[src/rtl/alu_dsp_shared_pkg.sv]
// Shared types and constants for the ALU DSP slice: command-word layout,
// X/Z operand-select codes and the arbiter state encoding.
package alu_dsp_shared_pkg;

   localparam int DSP_INS_W  = 44;
   localparam int DSP_OUTS_W = 84;
   localparam int DSP_AB_W   = 18;
   localparam int DSP_M_W    = 36;
   localparam int DSP_P_W    = 48;

   localparam logic [1:0] DSP_X_IN_ZERO = 2'd0;
   localparam logic [1:0] DSP_X_IN_MULT = 2'd1;
   localparam logic [1:0] DSP_X_IN_POUT = 2'd2;
   localparam logic [1:0] DSP_X_IN_AB   = 2'd3;

   // Z codes 1 and 3 are unused and behave like ZERO.
   localparam logic [1:0] DSP_Z_IN_ZERO = 2'd0;
   localparam logic [1:0] DSP_Z_IN_POUT = 2'd2;

   typedef struct packed {
      logic                postadd_sub;
      logic                preadd_sub;
      logic                cryin;
      logic                use_preadd;
      logic [1:0]          z_in;
      logic [1:0]          x_in;
      logic [DSP_AB_W-1:0] a;
      logic [DSP_AB_W-1:0] b;
   } dsp_cmd_t;

   // Opmode bits that travel down the pipeline alongside the data.
   typedef struct packed {
      logic       postadd_sub;
      logic       cryin;
      logic [1:0] z_in;
      logic [1:0] x_in;
   } dsp_op_t;

   typedef enum logic [1:0] {
      ARB_IDLE  = 2'd0,
      ARB_OWNED = 2'd1,
      ARB_FLUSH = 2'd2
   } arb_state_t;

   function automatic logic [DSP_P_W-1:0] sext_p(input logic [DSP_M_W-1:0] v);
      return {{(DSP_P_W-DSP_M_W){v[DSP_M_W-1]}}, v};
   endfunction

endpackage

[src/rtl/dsp_rr_arbiter.sv]
// Round-robin owner arbiter for the shared DSP slice. A grant is held for a
// whole calculation; releasing it costs one FLUSH cycle that clears P.
module dsp_rr_arbiter
   import alu_dsp_shared_pkg::*;
#(
   parameter int NCLIENTS = 4
) (
   input  logic                clk,
   input  logic                reset,
   input  logic [NCLIENTS-1:0] req,
   output logic [NCLIENTS-1:0] gnt,
   output logic                flush
);

   localparam int PTR_W = (NCLIENTS > 1) ? $clog2(NCLIENTS) : 1;

   arb_state_t          state, state_nxt;
   logic [PTR_W-1:0]    rr_ptr, rr_ptr_nxt;
   logic [PTR_W-1:0]    owner, owner_nxt;
   logic [PTR_W-1:0]    pick;
   logic                found;
   logic [NCLIENTS-1:0] gnt_nxt;

   // Lowest-index requester at or after rr_ptr, wrapping around.
   always_comb begin
      int idx;
      found = 1'b0;
      pick  = '0;
      for (int k = 0; k < NCLIENTS; k++) begin
         idx = int'(rr_ptr) + k;
         if (idx >= NCLIENTS) idx = idx - NCLIENTS;
         if (!found && req[idx]) begin
            found = 1'b1;
            pick  = PTR_W'(idx);
         end
      end
   end

   // NOTE: every combinational output gets a default first, so no path leaves it unassigned and no latch is inferred.
   always_comb begin
      state_nxt  = state;
      gnt_nxt    = gnt;
      owner_nxt  = owner;
      rr_ptr_nxt = rr_ptr;
      case (state)
         ARB_IDLE: begin
            if (found) begin
               gnt_nxt       = '0;
               gnt_nxt[pick] = 1'b1;
               owner_nxt     = pick;
               state_nxt     = ARB_OWNED;
            end
         end
         ARB_OWNED: begin
            if (!req[owner]) begin
               gnt_nxt    = '0;
               rr_ptr_nxt = (int'(owner) + 1 == NCLIENTS) ? '0 : owner + 1'b1;
               state_nxt  = ARB_FLUSH;
            end
         end
         ARB_FLUSH: state_nxt = ARB_IDLE;
         default:   state_nxt = ARB_IDLE;
      endcase
   end

   // NOTE: state registers use non-blocking assignments so every flop samples pre-edge values regardless of process order.
   always_ff @(posedge clk) begin
      if (!reset) begin
         state  <= ARB_IDLE;
         gnt    <= '0;
         owner  <= '0;
         rr_ptr <= '0;
      end else begin
         state  <= state_nxt;
         gnt    <= gnt_nxt;
         owner  <= owner_nxt;
         rr_ptr <= rr_ptr_nxt;
      end
   end

   assign flush = (state == ARB_FLUSH);

endmodule

[src/rtl/alu_dsp_shared.sv]
// Shared DSP slice: arbitrates ALU calculation units onto one 3-stage
// pre-add / multiply / accumulate pipeline and broadcasts {M, P} to all of them.
module alu_dsp_shared
   import alu_dsp_shared_pkg::*;
#(
   parameter int NCLIENTS = 4
) (
   input  logic                          clk,
   input  logic                          reset,
   input  logic [NCLIENTS-1:0]           req,
   output logic [NCLIENTS-1:0]           gnt,
   input  logic [DSP_INS_W*NCLIENTS-1:0] dsp_ins_all,
   output logic [DSP_OUTS_W-1:0]         dsp_outs_flat,
   output logic                          busy
);

   logic                flush;
   dsp_cmd_t            cmd;
   logic [DSP_AB_W-1:0] b_pre;

   logic [DSP_AB_W-1:0] a1, b1;
   logic [DSP_M_W-1:0]  ab1, ab2;
   dsp_op_t             op1, op2;
   logic [DSP_M_W-1:0]  m_reg;
   logic [DSP_P_W-1:0]  p_reg, p_nxt;
   logic [DSP_P_W-1:0]  x_val, z_val, x_sum;

   dsp_rr_arbiter #(.NCLIENTS(NCLIENTS)) u_arb (
      .clk   (clk),
      .reset (reset),
      .req   (req),
      .gnt   (gnt),
      .flush (flush)
   );

   // Without a grant the all-zero command (X=ZERO, Z=ZERO) drains the pipe.
   always_comb begin
      cmd = '0;
      for (int i = 0; i < NCLIENTS; i++) begin
         if (gnt[i]) cmd = dsp_ins_all[DSP_INS_W*i +: DSP_INS_W];
      end
   end

   always_comb begin
      b_pre = cmd.b;
      if (cmd.use_preadd) b_pre = cmd.preadd_sub ? cmd.b - cmd.a : cmd.b + cmd.a;
   end

   always_comb begin
      x_val = '0;
      case (op2.x_in)
         DSP_X_IN_ZERO: x_val = '0;
         DSP_X_IN_MULT: x_val = sext_p(m_reg);
         DSP_X_IN_POUT: x_val = p_reg;
         DSP_X_IN_AB:   x_val = sext_p(ab2);
         default:       x_val = '0;
      endcase
      z_val = (op2.z_in == DSP_Z_IN_POUT) ? p_reg : '0;
      x_sum = x_val + {{(DSP_P_W-1){1'b0}}, op2.cryin};
      p_nxt = op2.postadd_sub ? z_val - x_sum : z_val + x_sum;
   end

   always_ff @(posedge clk) begin
      if (!reset) begin
         a1    <= '0;
         b1    <= '0;
         ab1   <= '0;
         op1   <= '0;
         m_reg <= '0;
         ab2   <= '0;
         op2   <= '0;
         p_reg <= '0;
      end else begin
         a1    <= cmd.a;
         b1    <= b_pre;
         ab1   <= {cmd.a, cmd.b};
         op1   <= '{postadd_sub: cmd.postadd_sub, cryin: cmd.cryin,
                    z_in: cmd.z_in, x_in: cmd.x_in};
         // Operands widened to 36 bits so the low half is the exact signed product.
         m_reg <= $signed({{DSP_AB_W{a1[DSP_AB_W-1]}}, a1})
                * $signed({{DSP_AB_W{b1[DSP_AB_W-1]}}, b1});
         ab2   <= ab1;
         op2   <= op1;
         p_reg <= flush ? '0 : p_nxt;
      end
   end

   assign dsp_outs_flat = {m_reg, p_reg};
   assign busy          = |gnt;

endmodule

[config.mk]
export PLATFORM = sky130hd
export DESIGN_NAME = alu_dsp_shared
export DESIGN_NICKNAME = d
export VERILOG_FILES = /design/src/rtl/alu_dsp_shared_pkg.sv /design/src/rtl/dsp_rr_arbiter.sv /design/src/rtl/alu_dsp_shared.sv
export SDC_FILE = /design/constraint.sdc
export NUM_CORES = 2
export LEC_CHECK = 0
export CAP_MARGIN = 25
export CORE_MARGIN = 2
export CORE_UTILIZATION = 35
export CTS_BUF_LIST = sky130_fd_sc_hd__clkbuf_4 sky130_fd_sc_hd__clkbuf_8
export DETAILED_ROUTE_END_ITERATION = 8
export SYNTH_ARGS = -nofsm -noshare
export SYNTH_HDL_FRONTEND = slang
export SYNTH_HIERARCHICAL = 1
export SYNTH_SLANG_ARGS = --single-unit
[constraint.sdc]
create_clock -name clk -period 17.9 [get_ports clk]
set_clock_uncertainty 0.05 [all_clocks]
set_input_delay 2.685 -clock clk [delete_from_list [all_inputs] [get_ports clk]]
set_output_delay 2.685 -clock clk [all_outputs]
set_load 0.01 [all_outputs]
==> flow_metrics.tcl <==
set metrics [dict create \
    synthesis.nets 3805 \
    cts-root-buf "clkbuf_8" \
    irDropWorstVdd_mv 0.04561 \
    die_y_um 277.8 \
    final_antenna_net_count 0 \
    viasPerCell 5.158 \
    insertion_delay_ns 0.57 \
    drc_errors 0 \
    worstSetupEndpointType "flop" \
    grt_usage 0.2049 \
    r2r_slack_ns 9.93 \
    hold_viol 0 \
    initial_core_util 0.3531 \
    leakagePower_nw 13.62 \
    core_um2 74320 \
    dp_hpwl_um 64470 \
    cpPeakStageDelay_ns 0.76 \
    post_cts_resized 0 \
    outcome "finished, final reports clean" \
    cts_hold_buffers 0 \
    rsz0062_at_grt "false" \
    slew_headroom 0.3370 \
    drtIter0Drc 1677 \
    gp_congestion 0.9417 \
    grt_max_degree 82 \
    layout-drive-gt1-share 0.04255 \
    fin_crit_sh 0.4455 \
    ys_seq_elements 196 \
    synthesis.area_um2 26240 \
    num_rows 100 \
    utilization 0.4060 \
    critical_path.top_delay_family "simple AND/OR/NAND/NOR gates" \
    dr.pass1.iters 6 \
    ys.flop_type "dfxtp_1" \
    htreeDepth 4 \
    cts.sinks 196 \
    async_reset_ff_frac 0 \
    clk_pin_slew_ns 0.13 \
    post-route-min-period_ns 7.975 \
    p_per_area_nw_per_um2 81.62 \
    die_w_um 277.8 \
    nets 3978 \
    path_class "reg -> reg" \
    grt_pass1_vias 21980 \
    yosysUniqueCellTypes 98 \
    port_buffers 270 \
    finalSetupViolations 0 \
    worstPathRequired_ns 18.32 \
    postCtsSetupRepairBufs 0 \
    cts_buffers 17 \
    crit_fanout 46 \
    worstMarginPinSlew_ns 0.9931 \
    crit_buf_inv 2 \
    ys_seq_area_frac 0.1495 \
    p_total_mw 2.463 \
    synth_edf_count 0 \
    antenna_found_initial 2 \
    cp_data_arrival_time_ns 8.40 \
    slowest_stage "nor4_1" \
    critPathLaunchType "flop" \
    vias 22100 \
    largest_reg_flops 48 \
    cts.path.max_buffers 2 \
    holdWs_ns 0.3864 \
    maxCapViolCount 0 \
    path_common_cell "nand2_1" \
    avgRoutedWirePerCell_um 18.33 \
    hold_class "reg -> reg" \
    dieArea_um2 77180 \
    tritoncts "yes" \
    setup_tns_ns 0 \
    io_pins 271 \
    synth_warnings 6 \
    syn_inst 3129 \
    avgSynthCellArea_um2 8.386 \
    slew_viol_final 0 \
    syn_to_final_growth_pct 14.99 \
    wirelength_um 78530 \
    fmax_mhz 125.4 \
    overflow 0 \
    grt_pass1_wl_um 124200 \
]
-- placed cells by master (no fill, tap or decap), drive strengths merged, types with 7 or more instances in the layout --
master         instances
and3                  25
nor3                  54
nand4                 35
dfxtp                196
nor4                  24
o211ai                12
nand2                309
o21bai                13
o221ai                 7
or4                    7
nand3                 46
a31oi                 29
nor3b                 12
clkdlybuf4s50        269
fa                   331
or2                   10
o21ai                 85
nor2                 241
nand2b                24
mux2                  17
a22o                  10
xor2                  72
a31o                   8
clkbuf                17
a21oi                186
a22oi                 41
xnor2                103
a211oi                14
a221oi                18
o21a                  14
o2bb2ai               16
or3                   11
and4                  14
a21o                  45
nor2b                 44
ha                   163
and2                 229
mux2i                 34
inv                  419
buf                   29
-- kinds of logic after synthesis --
kind of cell / synth area share
AND/OR/NAND/NOR: 0.2129
AO/OA/AOI/OAI: 0.1443
buffers and inverters: 0.08325
adder cells (fa/ha/maj): 0.3303
flip-flops: 0.1495
XOR/XNOR: 0.05870
multiplexers: 0.02112
-- per-layer routing --
| metal | GRT usage | wire length (µm) | vias to the layer above |
|---|---|---|---|
| met5 | 0 | 0 | - |
| li1 | - | - | 10660 |
| met3 | 0.02434 | 3568 | 92 |
| met1 | 0.2811 | 36490 | 10770 |
| met2 | 0.3419 | 36860 | 575 |
| met4 | 0.05211 | 1613 | 0 |
-- worst reg2reg max path: stages (launching register included) --
cell	delay (ns)
dfxtp_2	0.33
buf_4	0.50
nor2b_4	0.29
buf_4	0.44
nand2_1	0.13
o21ai_0	0.12
ha_1	0.21
o211ai_1	0.14
nor4_1	0.76
nand2_1	0.45
o21ai_0	0.35
o2111ai_1	0.20
nor3b_1	0.59
and2_1	0.30
a31o_2	0.26
o21ai_0	0.12
xnor2_1	0.16
ha_1	0.40
nand2_1	0.10
nor3_1	0.38
nand2_1	0.13
o221a_2	0.28
nand2_1	0.16
o211ai_1	0.22
a311oi_1	0.40
nor3_1	0.11
a211o_1	0.30
-- synthesized netlist by cell type (all sizes together) (12+ instances only) --
cell type / instances / area [µm²]
and2: 229 / 1433
a21oi: 186 / 938.4
inv: 412 / 1546
nor4: 24 / 229.0
and3: 25 / 156.4
fa: 331 / 6626
a31oi: 29 / 181.4
a211oi: 14 / 115.1
and4: 14 / 122.6
mux2: 17 / 191.4
o2bb2ai: 16 / 221.5
nand3: 46 / 252.8
mux2i: 34 / 340.3
dfxtp: 196 / 3924
buf: 27 / 195.2
nand2b: 24 / 150.1
nor2b: 44 / 282.8
xnor2: 103 / 902.1
ha: 163 / 2039
nor3: 54 / 286.5
a21o: 45 / 337.8
nand2: 309 / 1160
nor3b: 12 / 90.09
o21a: 14 / 105.1
nor2: 241 / 907.1
a221oi: 18 / 157.7
o211ai: 12 / 90.09
o21bai: 13 / 97.59
clkbuf: 117 / 439.2
xor2: 72 / 638.1
nand4: 35 / 219.0
o21ai: 85 / 425.4
a22oi: 41 / 327.8
-- through the flow --
stage	setup WS [ns]	cells	cell area [µm²]
after detailed placement	10.07	4252	29740
after CTS	10.03	4283	30170
after global placement	10.18	4252	29740
after global routing	9.139	4284	30170
final	9.925	4284	30170
after floorplan	11.41	3129	26240
-- power by group --
part	total, mW	internal (mW)	leakage, nW	switching [mW]
registers	0.696	0.521	1.61	0.175
clock network	0.320	0.121	0.212	0.199
logic	1.45	0.641	11.8	0.807
total	2.46	1.28	13.6	1.18
-- path summary, 6_finish.rpt --
check | startpoint | to | cells after the start
hold reg to reg | op1[4] | op2[4] | 1
hold / removal | op1[4] | op2[4] | 1
setup reg to reg | op2[1] | p_reg[47] | 26
setup / recovery | op2[1] | p_reg[47] | 26
-- area by class of cell --
cell class | instances | area, µm²
repair buffers | 298 | 2908
clock buffers | 17 | 234.0
clock inverters | 14 | 197.7
inverters | 413 | 1550
multi-input cells | 2376 | 20140
diodes | 1 | 2.502
fillers | 7602 | 44150
well taps | 969 | 1212
flip-flops and latches | 196 | 3929
(Power assumes the default switching activity.)
